===== src/rtl/lfsr_stream_decrypter_if.sv =====
// Handshake bundle for the LFSR stream decrypter.
// The master drives requests and input bytes; the slave is the decrypter.
interface lfsr_stream_decrypter_if #(
    parameter int LW    = 7,
    parameter int NPTRN = 9,
    parameter int CW    = 7
);
    localparam int PW = (NPTRN > 1) ? $clog2(NPTRN) : 1;

    logic          req;
    logic          ack;
    logic          in_valid;
    logic          in_ready;
    logic [LW:0]   in_data;
    logic          in_last;
    logic          out_valid;
    logic          out_ready;
    logic [LW:0]   out_data;
    logic          out_last;
    logic          lock_fail;
    logic [PW-1:0] ptrn_idx;
    logic [CW-1:0] out_count;

    modport master (
        output req, in_valid, in_data, in_last, out_ready,
        input  ack, in_ready, out_valid, out_data, out_last,
        input  lock_fail, ptrn_idx, out_count
    );

    modport slave (
        input  req, in_valid, in_data, in_last, out_ready,
        output ack, in_ready, out_valid, out_data, out_last,
        output lock_fail, ptrn_idx, out_count
    );
endinterface


===== src/rtl/lfsr_stream_decrypter.sv =====
// Stream decrypter: learns the LFSR tap pattern from the preamble,
// strips preamble and leading spaces, emits ASCII with parity flags.
module lfsr_stream_decrypter #(
    parameter int                  LW        = 7,
    parameter int                  NPTRN     = 9,
    parameter logic [NPTRN*LW-1:0] PTRN_LIST = {7'h7B, 7'h7E, 7'h5C,
                                                7'h69, 7'h6A, 7'h72,
                                                7'h78, 7'h48, 7'h60},
    parameter int                  TRAIN     = 8,
    parameter logic [LW-1:0]       OFFSET    = 7'h20,
    parameter int                  CW        = 7
) (
    input logic                   clk,
    input logic                   init,
    lfsr_stream_decrypter_if.slave bus
);
    localparam int PW = (NPTRN > 1) ? $clog2(NPTRN) : 1;
    localparam int TW = $clog2(TRAIN + 1);

    typedef enum logic [2:0] {
        S_IDLE, S_TRAIN, S_STRIP, S_PASS, S_DRAIN, S_DONE
    } state_t;

    state_t         state_q, state_d;
    logic [LW-1:0]  lfsr_q [NPTRN];
    logic [LW-1:0]  lfsr_d [NPTRN];
    logic [NPTRN-1:0] alive_q, alive_d;
    logic [TW-1:0]  tcnt_q, tcnt_d;
    logic [PW-1:0]  sel_q, sel_d;
    logic [LW:0]    odata_q, odata_d;
    logic           ovalid_q, ovalid_d;
    logic           olast_q, olast_d;
    logic           lfail_q, lfail_d;
    logic           ack_q, ack_d;
    logic [CW-1:0]  cnt_q, cnt_d;

    logic [LW-1:0]    din;
    logic [LW-1:0]    dec;
    logic [LW-1:0]    chr;
    logic             perr;
    logic             in_ready;
    logic             acc;
    logic             ohs;
    logic [NPTRN-1:0] match;
    logic             found;
    logic [PW-1:0]    first;

    function automatic logic [LW-1:0] step(input logic [LW-1:0] s,
                                           input logic [LW-1:0] p);
        return {s[LW-2:0], ^(s & p)};
    endfunction

    assign din  = bus.in_data[LW-1:0];
    assign perr = bus.in_data[LW] != ^din;
    assign dec  = din ^ lfsr_q[sel_q];
    assign chr  = dec + OFFSET;
    assign acc  = bus.in_valid && in_ready;
    assign ohs  = ovalid_q && bus.out_ready;

    assign bus.in_ready  = in_ready;
    assign bus.out_valid = ovalid_q;
    assign bus.out_data  = odata_q;
    assign bus.out_last  = olast_q;
    assign bus.lock_fail = lfail_q;
    assign bus.ptrn_idx  = sel_q;
    assign bus.out_count = cnt_q;
    assign bus.ack       = ack_q;

    // Input acceptance; PASS stops taking bytes once the last one is held.
    always_comb begin
        in_ready = 1'b0;
        case (state_q)
            S_TRAIN, S_STRIP, S_DRAIN: in_ready = 1'b1;
            S_PASS:  in_ready = !olast_q && (!ovalid_q || bus.out_ready);
            default: in_ready = 1'b0;
        endcase
    end

    // Candidate survival check and lowest-index survivor.
    always_comb begin
        match = '0;
        found = 1'b0;
        first = '0;
        for (int k = NPTRN - 1; k >= 0; k--) begin
            match[k] = alive_q[k] && (din == lfsr_q[k]) && !perr;
            if (match[k]) begin
                found = 1'b1;
                first = PW'(k);
            end
        end
    end

    // Next-state logic for the control FSM and datapath registers.
    always_comb begin
        state_d  = state_q;
        alive_d  = alive_q;
        tcnt_d   = tcnt_q;
        sel_d    = sel_q;
        odata_d  = odata_q;
        ovalid_d = ovalid_q;
        olast_d  = olast_q;
        lfail_d  = lfail_q;
        ack_d    = ack_q;
        cnt_d    = cnt_q;
        for (int k = 0; k < NPTRN; k++) begin
            lfsr_d[k] = lfsr_q[k];
            if (acc) begin
                lfsr_d[k] = step((state_q == S_TRAIN && tcnt_q == '0)
                                 ? din : lfsr_q[k],
                                 PTRN_LIST[k*LW +: LW]);
            end
        end
        if (ohs) begin
            ovalid_d = 1'b0;
            if (cnt_q != '1) cnt_d = cnt_q + 1'b1;
        end
        case (state_q)
            S_IDLE, S_DONE: begin
                if (bus.req) begin
                    state_d = S_TRAIN;
                    alive_d = '0;
                    tcnt_d  = '0;
                    sel_d   = '0;
                    cnt_d   = '0;
                    lfail_d = 1'b0;
                    olast_d = 1'b0;
                    ack_d   = 1'b0;
                end
            end
            S_TRAIN: begin
                if (acc) begin
                    tcnt_d  = tcnt_q + 1'b1;
                    alive_d = (tcnt_q == '0) ? {NPTRN{!perr}} : match;
                    if (bus.in_last) begin
                        lfail_d = 1'b1;
                        ack_d   = 1'b1;
                        state_d = S_DONE;
                    end else if (tcnt_q == TW'(TRAIN - 1)) begin
                        if (found) begin
                            sel_d   = first;
                            state_d = S_STRIP;
                        end else begin
                            lfail_d = 1'b1;
                            state_d = S_DRAIN;
                        end
                    end
                end
            end
            S_STRIP: begin
                if (acc) begin
                    if (dec != '0 || perr) begin
                        odata_d  = {perr, chr};
                        ovalid_d = 1'b1;
                        olast_d  = bus.in_last;
                        state_d  = S_PASS;
                    end else if (bus.in_last) begin
                        ack_d   = 1'b1;
                        state_d = S_DONE;
                    end
                end
            end
            S_PASS: begin
                if (acc) begin
                    odata_d  = {perr, chr};
                    ovalid_d = 1'b1;
                    olast_d  = bus.in_last;
                end
                if (ohs && olast_q) begin
                    ack_d   = 1'b1;
                    state_d = S_DONE;
                end
            end
            S_DRAIN: begin
                if (acc && bus.in_last) begin
                    ack_d   = 1'b1;
                    state_d = S_DONE;
                end
            end
            default: state_d = S_IDLE;
        endcase
    end

    // State and registered outputs; init aborts the run immediately.
    always_ff @(posedge clk or negedge init) begin
        if (!init) begin
            state_q  <= S_IDLE;
            alive_q  <= '0;
            tcnt_q   <= '0;
            sel_q    <= '0;
            odata_q  <= '0;
            ovalid_q <= 1'b0;
            olast_q  <= 1'b0;
            lfail_q  <= 1'b0;
            ack_q    <= 1'b0;
            cnt_q    <= '0;
            for (int k = 0; k < NPTRN; k++) lfsr_q[k] <= '0;
        end else begin
            state_q  <= state_d;
            alive_q  <= alive_d;
            tcnt_q   <= tcnt_d;
            sel_q    <= sel_d;
            odata_q  <= odata_d;
            ovalid_q <= ovalid_d;
            olast_q  <= olast_d;
            lfail_q  <= lfail_d;
            ack_q    <= ack_d;
            cnt_q    <= cnt_d;
            for (int k = 0; k < NPTRN; k++) lfsr_q[k] <= lfsr_d[k];
        end
    end
endmodule


===== src/flat_wrapper.sv =====
// flat-port wrapper written by rule: the top's interface ports become plain ports
module lfsr_stream_decrypter_flat 
#(
    parameter int                  LW        = 7,
    parameter int                  NPTRN     = 9,
    parameter logic [NPTRN*LW-1:0] PTRN_LIST = {7'h7B, 7'h7E, 7'h5C,
                                                7'h69, 7'h6A, 7'h72,
                                                7'h78, 7'h48, 7'h60},
    parameter int                  TRAIN     = 8,
    parameter logic [LW-1:0]       OFFSET    = 7'h20,
    parameter int                  CW        = 7
)
  (clk, init, bus_req, bus_in_valid, bus_in_data, bus_in_last, bus_out_ready, bus_ack, bus_in_ready, bus_out_valid, bus_out_data, bus_out_last, bus_lock_fail, bus_ptrn_idx, bus_out_count);
  lfsr_stream_decrypter_if #(.LW(LW), .NPTRN(NPTRN), .CW(CW)) bus_i ();
  input logic clk;
  input logic init;
  input wire logic [$bits(bus_i.req)-1:0] bus_req;
  input wire logic [$bits(bus_i.in_valid)-1:0] bus_in_valid;
  input wire logic [$bits(bus_i.in_data)-1:0] bus_in_data;
  input wire logic [$bits(bus_i.in_last)-1:0] bus_in_last;
  input wire logic [$bits(bus_i.out_ready)-1:0] bus_out_ready;
  output wire logic [$bits(bus_i.ack)-1:0] bus_ack;
  output wire logic [$bits(bus_i.in_ready)-1:0] bus_in_ready;
  output wire logic [$bits(bus_i.out_valid)-1:0] bus_out_valid;
  output wire logic [$bits(bus_i.out_data)-1:0] bus_out_data;
  output wire logic [$bits(bus_i.out_last)-1:0] bus_out_last;
  output wire logic [$bits(bus_i.lock_fail)-1:0] bus_lock_fail;
  output wire logic [$bits(bus_i.ptrn_idx)-1:0] bus_ptrn_idx;
  output wire logic [$bits(bus_i.out_count)-1:0] bus_out_count;
  assign bus_i.req = bus_req;
  assign bus_i.in_valid = bus_in_valid;
  assign bus_i.in_data = bus_in_data;
  assign bus_i.in_last = bus_in_last;
  assign bus_i.out_ready = bus_out_ready;
  assign bus_ack = bus_i.ack;
  assign bus_in_ready = bus_i.in_ready;
  assign bus_out_valid = bus_i.out_valid;
  assign bus_out_data = bus_i.out_data;
  assign bus_out_last = bus_i.out_last;
  assign bus_lock_fail = bus_i.lock_fail;
  assign bus_ptrn_idx = bus_i.ptrn_idx;
  assign bus_out_count = bus_i.out_count;
  lfsr_stream_decrypter #(.LW(LW), .NPTRN(NPTRN), .PTRN_LIST(PTRN_LIST), .TRAIN(TRAIN), .OFFSET(OFFSET), .CW(CW)) u_core (.clk(clk), .init(init), .bus(bus_i));
endmodule

===== config.mk =====
export PLATFORM = sky130hd
export DESIGN_NAME = lfsr_stream_decrypter_flat
export DESIGN_NICKNAME = d
export VERILOG_FILES = /design/src/rtl/lfsr_stream_decrypter_if.sv /design/src/rtl/lfsr_stream_decrypter.sv /design/src/flat_wrapper.sv
export SDC_FILE = /design/constraint.sdc
export NUM_CORES = 1
export LEC_CHECK = 0
export CORE_UTILIZATION = 45
export CTS_CLUSTER_SIZE = 20
export DETAILED_ROUTE_END_ITERATION = 10
export GPL_ROUTABILITY_DRIVEN = 0
export GPL_TIMING_DRIVEN = 0
export PLACE_DENSITY = 0.73
export SYNTH_ARGS = -nofsm -noshare
export SYNTH_HDL_FRONTEND = slang
export SYNTH_SLANG_ARGS = --single-unit

===== constraint.sdc =====
create_clock -name clk -period 4.3 [get_ports clk]
set_clock_uncertainty 0.15 [all_clocks]
set_input_delay 0.86 -clock clk [delete_from_list [all_inputs] [get_ports clk]]
set_output_delay 0.86 -clock clk [all_outputs]
set_load 0.05 [all_outputs]

==> results of run 1 <==
metal layers:
| metal | global-route usage [%] | share of wire (%) | vias up |
|---|---|---|---|
| li1 | - | - | 2632 |
| met1 | 37.1 | 44 | 2804 |
| met2 | 39.5 | 43 | 265 |
| met3 | 4.26 | 7.9 | 52 |
| met4 | 13.0 | 4.2 | 0 |
| met5 | 0 | 0 | - |
stage by stage:
stage / setup slack [ns] / util [%] / power, mW / cells / cell area (um^2)
2_1_floorplan: 1.28 / - / 3.31 / 734 / 6470
4_1_cts: 0.561 / 52.6 / 4.88 / 959 / 7330
6_report: 0.568 / 52.6 / 4.93 / 959 / 7330
3_5_place_dp: 0.564 / 50.3 / 3.99 / 944 / 7010
5_1_grt: 0.439 / 52.6 / 5.25 / 959 / 7330
3_3_place_gp: -1.69 / 50.1 / 3.94 / 943 / 6990
flip-flops by register name (all words and copies together) (netlist names):
name and flops:
u_core.bus.lock_fail 1, u_core.bus.ack 1, u_core.lfsr_q 63, u_core.tcnt_q 4
u_core.bus.out_last 1, u_core.bus.out_data 8, u_core.bus.ptrn_idx 4, u_core.state_q 3
u_core.bus.out_count 7, u_core.bus.out_valid 1, u_core.alive_q 9
cells in the final DEF (no fill, tap or decap), types with 4 or more instances in the layout:
master	n
sky130_fd_sc_hd__a22oi_1	7
sky130_fd_sc_hd__nand4_1	15
sky130_fd_sc_hd__mux2i_1	27
sky130_fd_sc_hd__nor4_1	9
sky130_fd_sc_hd__mux2_4	6
sky130_fd_sc_hd__a22o_1	6
sky130_fd_sc_hd__xnor2_1	63
sky130_fd_sc_hd__dfrtp_1	102
sky130_fd_sc_hd__inv_1	8
sky130_fd_sc_hd__and3_1	8
sky130_fd_sc_hd__buf_2	12
sky130_fd_sc_hd__a21oi_1	80
sky130_fd_sc_hd__clkdlybuf4s50_1	28
sky130_fd_sc_hd__o21ai_0	73
sky130_fd_sc_hd__nand2_1	107
sky130_fd_sc_hd__nor2_1	42
sky130_fd_sc_hd__clkbuf_16	9
sky130_fd_sc_hd__o31ai_1	4
sky130_fd_sc_hd__clkbuf_1	30
sky130_fd_sc_hd__buf_1	7
sky130_fd_sc_hd__xor2_1	57
power by group:
group / switching (mW) / total (mW) / internal [mW]
Clock: 0.372 / 0.881 / 0.509
Combinational: 1.38 / 2.31 / 0.923
Sequential: 0.468 / 1.74 / 1.27
how the worst min path moves through the flow:
stage / start / endpoint / slack, ns / cells past startpoint
floorplan: u_core.alive_q[4] / u_core.alive_q[4] / 0.29 / 2
global placement: u_core.alive_q[4] / u_core.alive_q[4] / 0.31 / 2
detailed placement: u_core.alive_q[4] / u_core.alive_q[4] / 0.32 / 2
CTS: u_core.alive_q[4] / u_core.alive_q[4] / 0.34 / 2
global route: u_core.bus.out_data[1] / u_core.bus.out_data[1] / 0.38 / 1
finish: u_core.alive_q[5] / u_core.alive_q[5] / 0.35 / 2
final cells by class:
cell class,count,share of cell area [%]
Inverter,8,0.410
Clock buffer,10,3.13
Timing Repair Buffer,30,4.30
Multi-Input combinational cell,568,49.4
Clock inverter,5,1.14
Buffer,56,3.67
Sequential cell,102,34.8
Tap cell,180,3.07
cell families (layout without fill, tap and decap cells):
| group | count (synthesis) | after routing | share of synthesized area (%) |
|---|---|---|---|
| simple gates | 207 | 207 | 14.6 |
| mux | 36 | 36 | 6.44 |
| buf+inv | 64 | 109 | 4.62 |
| compound gates | 202 | 202 | 18.1 |
| flops | 102 | 102 | 39.4 |
| xor+xnor | 120 | 120 | 16.2 |
| fa+ha+maj | 3 | 3 | 0.580 |
worst register-to-register path, stage by stage (launching register included):
cell                       delay, ns
sky130_fd_sc_hd__dfrtp_1        0.39
sky130_fd_sc_hd__buf_6          0.20
sky130_fd_sc_hd__buf_2          0.36
sky130_fd_sc_hd__mux2i_1        0.33
sky130_fd_sc_hd__a22oi_1        0.10
sky130_fd_sc_hd__a22oi_1        0.23
sky130_fd_sc_hd__xnor2_1        0.14
sky130_fd_sc_hd__nor4_1         0.22
sky130_fd_sc_hd__nand4b_1       0.29
sky130_fd_sc_hd__o21a_1         0.27
sky130_fd_sc_hd__buf_6          0.15
sky130_fd_sc_hd__mux2_4         0.30
==> results_tabular.tex, run 1 <==
\begin{tabular}{lr}
\hline
Metric & Value \\
\hline
\multicolumn{2}{l}{\textbf{Clock network}} \\
\quad Setup Fix Bufs, Post-CTS & 0 \\
\quad Clock Sink Count & 102 \\
\quad Maximum buffer depth of the clock tree & 2 \\
\quad Post-cts resize count & 0 \\
\quad TritonCTS clock tree & done \\
\quad Number of levels the H-tree was split into & 3 \\
\quad Cell at the root of the clock tree & sky130\_fd\_sc\_hd\_\_clkbuf\_16 \\
\quad Clock insertion delay at the later pin of the skew report & 0.36 ns \\
\quad Hold Buf Count CTS & 0 \\
\quad Clock transition time at the flip-flop clock pins of the worst setup and hold paths & 0.07 ns \\
\quad Number of buffers created by CTS & 9 \\
\multicolumn{2}{l}{\textbf{Critical path}} \\
\quad Worst EP required & 3.29 ns \\
\quad R2R Setup Slk & 1.07 ns \\
\quad Worst r2r dst & u\_core.bus.out\_data[4] \\
\quad Most Frequent Cell on Critical Path & sky130\_fd\_sc\_hd\_\_clkdlybuf4s50\_1 \\
\quad Cell chain of the critical path & clkdlybuf4s50\_1 > nor2b\_1 > o21a\_1 > o21ai\_0 > and3\_1 > clkdlybuf4s50\_1 \\
\quad R2R cell count & 11 \\
\quad Critical path data arrival time & 2.72 ns \\
\quad Depth of the critical timing path with buffers and inverters included & 6 \\
\quad Startpoint type of the worst setup path & input pin \\
\quad Family with the most delay on the worst path & buffers and inverters \\
\quad Cell type of the slowest stage on the worst timing path & sky130\_fd\_sc\_hd\_\_clkdlybuf4s50\_1 \\
\quad Combined buffer and inverter count along the critical path & 2 \\
\quad Capturing instance or port of the critical path & bus\_in\_ready \\
\quad Startpoint of the worst-slack reg-to-reg timing path & u\_core.bus.ptrn\_idx[0] \\
\quad Crit path max fanout & 4 \\
\quad Kind of end point of the critical path & output pin \\
\quad Worst setup path startpoint & bus\_out\_ready \\
\quad Max incr delay on CP & 0.80 ns \\
\quad Critical path start-end classification & in2out \\
\multicolumn{2}{l}{\textbf{Global route}} \\
\quad Wire length of the first global-routing pass & 29.5 mm \\
\quad Via count of the first global-routing pass & 5413 \\
\quad Largest net degree at the start of global routing & 58 \\
\quad Overall overflow remaining after global route & 0 \\
\quad Gr usage total & 26.5\% \\
\quad Antenna violations before repair & 0 \\
\multicolumn{2}{l}{\textbf{Power and ir drop}} \\
\quad Peak supply drop & 0.257 mV \\
\quad Leakage & 3.01 nW \\
\quad Power Density & 673 nW/um\^{}2 \\
\multicolumn{2}{l}{\textbf{Route}} \\
\quad Vias & 5753 \\
\quad First DRT Iteration DRCs & 650 \\
\quad Antenna violation net count after detailed routing & 0 \\
\quad Final wirelength & 18.6 mm \\
\quad Final routed wire length divided by cell count & 19.4 um \\
\quad Vias per cell & 6.00 \\
\quad Post-route DRC violation count & 0 \\
\quad DRT Pass-1 Iters & 6 \\
\multicolumn{2}{l}{\textbf{Layout}} \\
\quad Ratio of cells with drive above 1 in the final layout & 6.68\% \\
\quad Layout fillers & 1263 \\
\quad Final net count & 792 \\
\quad Area occupied by registers & 2550 um\^{}2 \\
\quad Antenna diode count & 0 \\
\quad Multi-input logic area & 3620 um\^{}2 \\
\quad Layout overhead on the synthesized area & 13.2\% \\
\multicolumn{2}{l}{\textbf{Synth}} \\
\quad Avg Inst Size Synth & 8.82 um\^{}2 \\
\quad Number of enable-type register cells in the synthesized netlist & 0 \\
\quad Cell variety after synth & 61 \\
\quad Share of synthesized registers carrying an async set or reset & 100\% \\
\quad Cell type contributing the most total cell area after synthesis & sky130\_fd\_sc\_hd\_\_dfrtp\_1 \\
\quad Number of nets in the synthesized netlist & 751 \\
\quad \#FFs+latches synth & 102 \\
\quad Top cells by area in the synthesized netlist & sky130\_fd\_sc\_hd\_\_dfrtp\_1, sky130\_fd\_sc\_hd\_\_xnor2\_1, sky130\_fd\_sc\_hd\_\_xor2\_1 \\
\quad Gate count of the mapped netlist & 734 \\
\quad Post-synth design cell area & 6470 um\^{}2 \\
\quad Most common flop cell mapped by yosys & sky130\_fd\_sc\_hd\_\_dfrtp\_1 \\
\quad Library cell with the highest instance count after synthesis & sky130\_fd\_sc\_hd\_\_nand2\_1 \\
\quad Seq/Total Area, Yosys & 39.4\% \\
\quad Area fraction of the dominant cell type after synthesis & 39.4\% \\
\quad Top cells by count, synth & sky130\_fd\_sc\_hd\_\_nand2\_1, sky130\_fd\_sc\_hd\_\_dfrtp\_1, sky130\_fd\_sc\_hd\_\_a21oi\_1 \\
\quad Number of warnings printed during yosys synthesis & 0 \\
\multicolumn{2}{l}{\textbf{Timing}} \\
\quad Max-Slew Margin vs Limit & 47.4\% \\
\quad Worst hold margin & 0.346 ns \\
\quad Final Max Slew Viols & 0 \\
\quad Measured slew at the worst slew-check pin & 0.788 ns \\
\quad TNS Setup & 0 ns \\
\quad Setup repair after global routing missed its margin & false \\
\quad Final-report hold violation count & 0 \\
\quad Clock period minus worst slack & 3.73 ns \\
\quad Period Utilization, post-route & 86.8\% \\
\quad Achievable frequency & 268 MHz \\
\quad Final setup violation count & 0 \\
\multicolumn{2}{l}{\textbf{Placed design}} \\
\quad HPWL reported at the end of detailed placement & 13.4 mm \\
\quad IO buf count & 29 \\
\multicolumn{2}{l}{\textbf{Run}} \\
\quad Number of max-cap violations & 0 \\
\multicolumn{2}{l}{\textbf{Floorplan}} \\
\quad Area of the placeable core & 13900 um\^{}2 \\
\quad X dimension of the die & 122 um \\
\quad Initial cell density of the core & 46.4\% \\
\quad I/O Pins & 38 \\
\quad Total Die Area & 14900 um\^{}2 \\
\quad Site Rows & 43 \\
\quad Y dimension of the die & 122 um \\
\multicolumn{2}{l}{\textbf{Worst hold path}} \\
\quad Class of the tightest hold or removal check & reg2reg \\
\multicolumn{2}{l}{\textbf{Run status}} \\
\quad Result of the run & finished clean \\
\hline
\end{tabular}
Note: power is estimated with default switching activity, not from simulation.
==> run 2: changes to the inputs <==
--- a/config.mk
+++ b/config.mk
@@ -6,4 +6,5 @@
 export NUM_CORES = 1
 export LEC_CHECK = 0
+export CORE_ASPECT_RATIO = 0.75
 export CORE_UTILIZATION = 45
 export CTS_CLUSTER_SIZE = 20
==> constraint.sdc (replaced) <==
create_clock -name clk -period 4.3 [get_ports clk]
set_clock_uncertainty 0.15 [all_clocks]
set_input_delay 1.29 -clock clk [delete_from_list [all_inputs] [get_ports clk]]
set_output_delay 1.29 -clock clk [all_outputs]
set_load 0.05 [all_outputs]
==> run 2 against run 1 <==
Compared with the run above: power grew 0.30%; register-to-register slack lost 0.12 ns; clock-buffer cell count is the same; wire length grew 4.9%; sequential power is essentially flat; fmax shrank 7.9%; hold slack lost 0.023 ns; core utilization is essentially flat; final area shrank 0.32%; sequential share of layout area grew 0.11 points; critical path type unchanged; critical endpoint unchanged.
==> results_tabular.tex, run 2 (synthesized netlist as in run 1, its figures left out) <==
\begin{tabular}{lr}
\hline
Metric & Value \\
\hline
\multicolumn{2}{l}{\textbf{Run status}} \\
\quad Result of the run & finished clean (unchanged) \\
\multicolumn{2}{l}{\textbf{Global route}} \\
\quad Largest net degree at the start of global routing & 64 (was 58) \\
\quad Gr usage total & 27.4\% (was 26.5\%) \\
\quad Overall overflow remaining after global route & 0 (unchanged) \\
\quad Antenna violations before repair & 0 (unchanged) \\
\quad Via count of the first global-routing pass & 5348 (was 5413) \\
\quad Wire length of the first global-routing pass & 30.6 mm (was 29.5 mm) \\
\multicolumn{2}{l}{\textbf{Route}} \\
\quad Final wirelength & 19.5 mm (was 18.6 mm) \\
\quad Post-route DRC violation count & 0 (unchanged) \\
\quad Antenna violation net count after detailed routing & 0 (unchanged) \\
\quad Vias per cell & 6.04 (was 6.00) \\
\quad Final routed wire length divided by cell count & 20.4 um (was 19.4 um) \\
\quad DRT Pass-1 Iters & 6 (unchanged) \\
\quad Vias & 5768 (was 5753) \\
\quad First DRT Iteration DRCs & 665 (was 650) \\
\multicolumn{2}{l}{\textbf{Worst hold path}} \\
\quad Min-Delay Endpoint & u\_core.alive\_q[5] (unchanged) \\
\quad Launch point of the worst hold path & u\_core.alive\_q[5] (unchanged) \\
\quad Class of the tightest hold or removal check & reg2reg (unchanged) \\
\quad WHS Path Cells & 2 (unchanged) \\
\multicolumn{2}{l}{\textbf{Layout}} \\
\quad Antenna diode count & 0 (unchanged) \\
\quad Commonest non-fill, non-tap cells in the layout & sky130\_fd\_sc\_hd\_\_nand2\_1, sky130\_fd\_sc\_hd\_\_dfrtp\_1, sky130\_fd\_sc\_hd\_\_a21oi\_1, sky130\_fd\_sc\_hd\_\_o21ai\_0, sky130\_fd\_sc\_hd\_\_xnor2\_1 (unchanged) \\
\quad Most common library cell in the layout ignoring fill and taps & sky130\_fd\_sc\_hd\_\_nand2\_1 (unchanged) \\
\quad Layout fillers & 1288 (was 1263) \\
\quad Post-route insts no fill & 955 (was 959) \\
\quad Final net count & 792 (unchanged) \\
\quad Top reg by flops & u\_core.lfsr\_q (unchanged) \\
\quad Flip-flop count of the largest register after layout & 63 (unchanged) \\
\quad Ratio of cells with drive above 1 in the final layout & 7.05\% (was 6.68\%) \\
\quad Layout overhead on the synthesized area & 12.8\% (was 13.2\%) \\
\quad Core occupancy in the finished layout & 52.6\% (about the same) \\
\multicolumn{2}{l}{\textbf{Critical path}} \\
\quad Startpoint type of the worst setup path & input pin (unchanged) \\
\quad R2R Setup Slk & 0.95 ns (was 1.07 ns) \\
\quad Worst r2r dst & u\_core.bus.out\_data[1] (was u\_core.bus.out\_data[4]) \\
\quad Startpoint of the worst-slack reg-to-reg timing path & u\_core.bus.ptrn\_idx[0] (unchanged) \\
\quad Crit path max fanout & 4 (unchanged) \\
\quad Kind of end point of the critical path & output pin (unchanged) \\
\quad R2R cell count & 10 (was 11) \\
\quad Critical path start-end classification & in2out (unchanged) \\
\quad Critical path data arrival time & 2.61 ns (was 2.72 ns) \\
\quad Worst EP required & 2.86 ns (was 3.29 ns) \\
\multicolumn{2}{l}{\textbf{Timing}} \\
\quad Period Utilization, post-route & 94.3\% (was 86.8\%) \\
\quad Max-Slew Margin vs Limit & 41.1\% (was 47.4\%) \\
\quad Measured slew at the worst slew-check pin & 0.883 ns (was 0.788 ns) \\
\quad Final Max Slew Viols & 0 (unchanged) \\
\quad Achievable frequency & 247 MHz (was 268 MHz) \\
\quad Final-report hold violation count & 0 (unchanged) \\
\quad Final setup violation count & 0 (unchanged) \\
\quad Worst hold margin & 0.323 ns (was 0.346 ns) \\
\quad TNS Setup & 0 ns (unchanged) \\
\quad Clock period minus worst slack & 4.05 ns (was 3.73 ns) \\
\quad Setup repair after global routing missed its margin & false (unchanged) \\
\multicolumn{2}{l}{\textbf{Clock network}} \\
\quad Cell at the root of the clock tree & sky130\_fd\_sc\_hd\_\_clkbuf\_16 (unchanged) \\
\quad Number of levels the H-tree was split into & 3 (unchanged) \\
\quad Setup Fix Bufs, Post-CTS & 0 (unchanged) \\
\quad Clock insertion delay at the later pin of the skew report & 0.36 ns (about the same) \\
\quad Hold Buf Count CTS & 0 (unchanged) \\
\quad Maximum buffer depth of the clock tree & 2 (unchanged) \\
\quad TritonCTS clock tree & done (unchanged) \\
\quad Clock transition time at the flip-flop clock pins of the worst setup and hold paths & 0.07 ns (about the same) \\
\quad Number of buffers created by CTS & 9 (unchanged) \\
\quad Clock Sink Count & 102 (unchanged) \\
\multicolumn{2}{l}{\textbf{Floorplan}} \\
\quad Y dimension of the die & 106 um (was 122 um) \\
\quad Site Rows & 37 (was 43) \\
\quad Initial cell density of the core & 46.6\% (was 46.4\%) \\
\quad X dimension of the die & 140 um (was 122 um) \\
\quad Area of the placeable core & 13900 um\^{}2 (about the same) \\
\quad Total Die Area & 14900 um\^{}2 (about the same) \\
\quad I/O Pins & 38 (unchanged) \\
\multicolumn{2}{l}{\textbf{Placed design}} \\
\quad HPWL reported at the end of detailed placement & 14.2 mm (was 13.4 mm) \\
\quad IO buf count & 29 (unchanged) \\
\quad Post-placement cell count & 939 (was 944) \\
\multicolumn{2}{l}{\textbf{Run}} \\
\quad Number of max-cap violations & 0 (unchanged) \\
\multicolumn{2}{l}{\textbf{Power and ir drop}} \\
\quad Leakage & 3.01 nW (about the same) \\
\quad Power Density & 677 nW/um\^{}2 (was 673 nW/um\^{}2) \\
\quad Peak supply drop & 0.238 mV (was 0.257 mV) \\
\hline
\end{tabular}
run 2: layout make-up:
| type | instances | area, um^2 | area share, % |
|---|---|---|---|
| well taps | 175 | 219 | 3.00 |
| multi-input cells | 568 | 3620 | 49.6 |
| plain buffers | 56 | 269 | 3.68 |
| flip-flops and latches | 102 | 2550 | 35.0 |
| inverters | 8 | 30.0 | 0.411 |
| clock inverters | 6 | 61.3 | 0.840 |
| clock buffers | 10 | 239 | 3.27 |
| repair buffers | 30 | 310 | 4.25 |
run 2: how the worst max path moves through the flow:
stage                  start                      end  slack, ns  depth (start not counted)
6_report       bus_out_ready             bus_in_ready       0.25                          6
4_1_cts        bus_out_ready             bus_in_ready       0.02                          6
3_3_place_gp            init  u_core.bus.out_count[1]      -2.09                          1
2_1_floorplan  bus_out_ready             bus_in_ready       0.80                          4
3_5_place_dp   bus_out_ready             bus_in_ready      -0.28                          6
5_1_grt        bus_out_ready             bus_in_ready       0.15                          6
run 2: worst max-delay path: stages:
cell and delay, ns:
sky130_fd_sc_hd__clkdlybuf4s50_1 0.52, sky130_fd_sc_hd__nor2b_1 0.07, sky130_fd_sc_hd__o21a_1 0.16, sky130_fd_sc_hd__o21ai_0 0.11, sky130_fd_sc_hd__and3_1 0.18, sky130_fd_sc_hd__clkbuf_2 0.28
run 2: through the flow:
step / setup WS (ns) / area [um^2] / power [mW]
floorplan: 0.799 / 6470 / 3.31
global placement: -2.09 / 6980 / 3.97
detailed placement: -0.284 / 7010 / 4.03
CTS: 0.0152 / 7310 / 4.87
global route: 0.154 / 7300 / 5.24
finish: 0.247 / 7300 / 4.94
run 2: repair_timing:
action / in CTS / in global routing
pin swaps: 0 / 0
resized for setup: 2 / 1
setup endpoints to repair: 1 / 1
hold endpoints to repair: 0 / 0
cloned: 0 / 0
run 2: layer usage:
metal,part of all wire (%),track usage [%]
met4,2.3,8.54
met2,41,37.4
met1,46,41.7
met3,12,6.95
met5,0,0
run 2: power breakdown:
group          switching [mW]  internal (mW)
Clock                   0.374          0.465
Combinational            1.43          0.919
Sequential              0.487           1.27
==> run 3: changes to the inputs <==
Settings changed: SKIP_CTS_REPAIR_TIMING from default to 1.
==> run 3 against run 2 <==
Compared with the run above: hold slack better by 0.0047 ns; power rose by 0.15%; critical path depth is the same; wire length hardly changed; non-clock buffer count is the same; flip-flop and latch count unchanged; fmax down 3.3%; sequential power about the same; critical path type unchanged; critical endpoint unchanged.
==> results_tabular.tex, run 3 (synthesized netlist as in run 1, its figures left out) <==
\begin{tabular}{lr}
\hline
Metric & Value \\
\hline
\multicolumn{2}{l}{\textbf{Run status}} \\
\quad Result of the run & finished clean (unchanged) \\
\multicolumn{2}{l}{\textbf{Critical path}} \\
\quad Critical path data arrival time & 2.75 ns (was 2.61 ns) \\
\quad Critical path start-end classification & in2out (unchanged) \\
\quad Cell chain of the critical path & clkdlybuf4s50\_1 > nor2b\_1 > o21a\_1 > o21ai\_0 > and3\_1 > dlymetal6s2s\_1 (was clkdlybuf4s50\_1 > nor2b\_1 > o21a\_1 > o21ai\_0 > and3\_1 > clkbuf\_2) \\
\quad Max incr delay on CP & 0.52 ns (about the same) \\
\quad Startpoint type of the worst setup path & input pin (unchanged) \\
\quad Crit path max fanout & 4 (unchanged) \\
\quad Worst EP required & 2.86 ns (about the same) \\
\quad Cell type of the slowest stage on the worst timing path & sky130\_fd\_sc\_hd\_\_clkdlybuf4s50\_1 (unchanged) \\
\quad Kind of end point of the critical path & output pin (unchanged) \\
\multicolumn{2}{l}{\textbf{Timing}} \\
\quad Clock period minus worst slack & 4.19 ns (was 4.05 ns) \\
\quad Measured slew at the worst slew-check pin & 0.878 ns (was 0.883 ns) \\
\quad Setup repair after global routing missed its margin & false (unchanged) \\
\quad TNS Setup & 0 ns (unchanged) \\
\quad Achievable frequency & 239 MHz (was 247 MHz) \\
\quad Max-Slew Margin vs Limit & 41.5\% (was 41.1\%) \\
\quad Final setup violation count & 0 (unchanged) \\
\quad Worst hold margin & 0.328 ns (was 0.323 ns) \\
\quad Final-report hold violation count & 0 (unchanged) \\
\quad Period Utilization, post-route & 97.5\% (was 94.3\%) \\
\quad Final Max Slew Viols & 0 (unchanged) \\
\quad Slack of the critical path & 0.109 ns (was 0.247 ns) \\
\multicolumn{2}{l}{\textbf{Power and ir drop}} \\
\quad Power Density & 677 nW/um\^{}2 (about the same) \\
\quad Net switching share of the total power & 46.2\% (was 46.3\%) \\
\quad Combinational fraction of design power & 47.5\% (was 47.4\%) \\
\quad Peak supply drop & 0.238 mV (about the same) \\
\quad NetSw & 2.29 mW (about the same) \\
\quad Sequential group share of total power & 35.5\% (was 35.6\%) \\
\quad Pint & 2.66 mW (about the same) \\
\quad Total power after layout & 4.95 mW (was 4.94 mW) \\
\quad Clk pwr share & 17.0\% (about the same) \\
\quad Leakage & 3.02 nW (was 3.01 nW) \\
\multicolumn{2}{l}{\textbf{Layout}} \\
\quad Area occupied by registers & 2550 um\^{}2 (unchanged) \\
\quad Layout overhead on the synthesized area & 12.9\% (was 12.8\%) \\
\quad Antenna diode count & 0 (unchanged) \\
\quad Ratio of cells with drive above 1 in the final layout & 6.92\% (was 7.05\%) \\
\quad Layout fillers & 1287 (was 1288) \\
\quad Commonest non-fill, non-tap cells in the layout & sky130\_fd\_sc\_hd\_\_nand2\_1, sky130\_fd\_sc\_hd\_\_dfrtp\_1, sky130\_fd\_sc\_hd\_\_a21oi\_1, sky130\_fd\_sc\_hd\_\_o21ai\_0, sky130\_fd\_sc\_hd\_\_xnor2\_1 (unchanged) \\
\quad Top reg by flops & u\_core.lfsr\_q (unchanged) \\
\quad Most common library cell in the layout ignoring fill and taps & sky130\_fd\_sc\_hd\_\_nand2\_1 (unchanged) \\
\quad Flip-flop count of the largest register after layout & 63 (unchanged) \\
\quad Core occupancy in the finished layout & 52.6\% (about the same) \\
\quad Multi-input logic area & 3620 um\^{}2 (unchanged) \\
\quad Final net count & 792 (unchanged) \\
\multicolumn{2}{l}{\textbf{Floorplan}} \\
\quad Initial cell density of the core & 46.6\% (unchanged) \\
\quad Total Die Area & 14900 um\^{}2 (unchanged) \\
\quad Site Rows & 37 (unchanged) \\
\quad I/O Pins & 38 (unchanged) \\
\quad Y dimension of the die & 106 um (unchanged) \\
\quad Area of the placeable core & 13900 um\^{}2 (unchanged) \\
\quad X dimension of the die & 140 um (unchanged) \\
\multicolumn{2}{l}{\textbf{Clock network}} \\
\quad Number of levels the H-tree was split into & 3 (unchanged) \\
\quad Clock transition time at the flip-flop clock pins of the worst setup and hold paths & 0.07 ns (about the same) \\
\quad Number of buffers created by CTS & 9 (unchanged) \\
\quad TritonCTS clock tree & done (unchanged) \\
\quad Clock Sink Count & 102 (unchanged) \\
\quad Maximum buffer depth of the clock tree & 2 (unchanged) \\
\quad Clock insertion delay at the later pin of the skew report & 0.36 ns (about the same) \\
\quad Cell at the root of the clock tree & sky130\_fd\_sc\_hd\_\_clkbuf\_16 (unchanged) \\
\multicolumn{2}{l}{\textbf{Route}} \\
\quad First DRT Iteration DRCs & 670 (was 665) \\
\quad DRT Pass-1 Iters & 5 (was 6) \\
\quad Final wirelength & 19.5 mm (about the same) \\
\quad Final routed wire length divided by cell count & 20.4 um (about the same) \\
\quad Post-route DRC violation count & 0 (unchanged) \\
\quad Antenna violation net count after detailed routing & 0 (unchanged) \\
\quad Vias & 5772 (was 5768) \\
\quad Vias per cell & 6.04 (about the same) \\
\multicolumn{2}{l}{\textbf{Global route}} \\
\quad Overall overflow remaining after global route & 0 (unchanged) \\
\quad Largest net degree at the start of global routing & 64 (unchanged) \\
\quad Antenna violations before repair & 0 (unchanged) \\
\quad Via count of the first global-routing pass & 5348 (unchanged) \\
\quad Gr usage total & 27.4\% (unchanged) \\
\quad Wire length of the first global-routing pass & 30.6 mm (unchanged) \\
\multicolumn{2}{l}{\textbf{Worst hold path}} \\
\quad Class of the tightest hold or removal check & reg2reg (unchanged) \\
\multicolumn{2}{l}{\textbf{Run}} \\
\quad Number of max-cap violations & 0 (unchanged) \\
\multicolumn{2}{l}{\textbf{Placed design}} \\
\quad HPWL reported at the end of detailed placement & 14.2 mm (unchanged) \\
\quad Pre-CTS worst setup slack & -0.284 ns (unchanged) \\
\quad IO buf count & 29 (unchanged) \\
\hline
\end{tabular}
[run 3: cell count changes in the layout (fill, tap and decap cells not counted), sizes merged]
| cell | before | now |
|---|---|---|
| clkbuf | 42 | 41 |
| dlymetal6s2s | 0 | 1 |
[run 3: power by group through the flow]
stage | Combinational [mW] | Clock (mW) | Sequential [mW]
after floorplan | 1.69 | 0 | 1.62
after detailed placement | 2.29 | 0 | 1.74
final | 2.35 | 0.840 | 1.76
after global placement | 2.23 | 0 | 1.73
after CTS | 2.30 | 0.848 | 1.73
after global routing | 2.57 | 0.883 | 1.78
[run 3: per-layer routing]
metal / part of all wire (%) / global-route usage [%] / up-vias
li1: - / - / 2620
met4: 2.3 / 8.54 / 0
met3: 12 / 6.95 / 38
met2: 41 / 37.4 / 329
met1: 46 / 41.7 / 2785
met5: 0 / 0 / -
[run 3: worst max-delay path, delay by kind of cell]
kind / cells / cell delay [ns]
AO/OA/AOI/OAI: 2 / 0.27
AND/OR/NAND/NOR: 2 / 0.25
buffers and inverters: 2 / 0.94
[run 3: path summary, 6_finish.rpt]
path | startpoint | endpoint | slack [ns] | cells after the start
min | u_core.alive_q[5] | u_core.alive_q[5] | 0.33 | 2
min reg2reg | u_core.alive_q[5] | u_core.alive_q[5] | 0.33 | 2
max in group asynchronous | init | u_core.lfsr_q[59] | 2.53 | 2
max reg2reg | u_core.bus.ptrn_idx[0] | u_core.bus.out_data[1] | 0.95 | 11
min in group asynchronous | init | u_core.lfsr_q[40] | 0.76 | 1
max | bus_out_ready | bus_in_ready | 0.11 | 6
[run 3: final cells by class]
cell class	count	share of cell area, %
Multi-Input combinational cell	568	49.5
Timing Repair Buffer	30	4.35
Clock buffer	10	3.27
Sequential cell	102	34.9
Inverter	8	0.411
Clock inverter	6	0.839
Tap cell	175	3.00
Buffer	56	3.68
[run 3: stage by stage]
stage          std cells  cell area [um^2]
6_report             955              7310
5_1_grt              955              7310
4_1_cts              955              7310
3_5_place_dp         939              7010
3_3_place_gp         938              6980
2_1_floorplan        734              6470
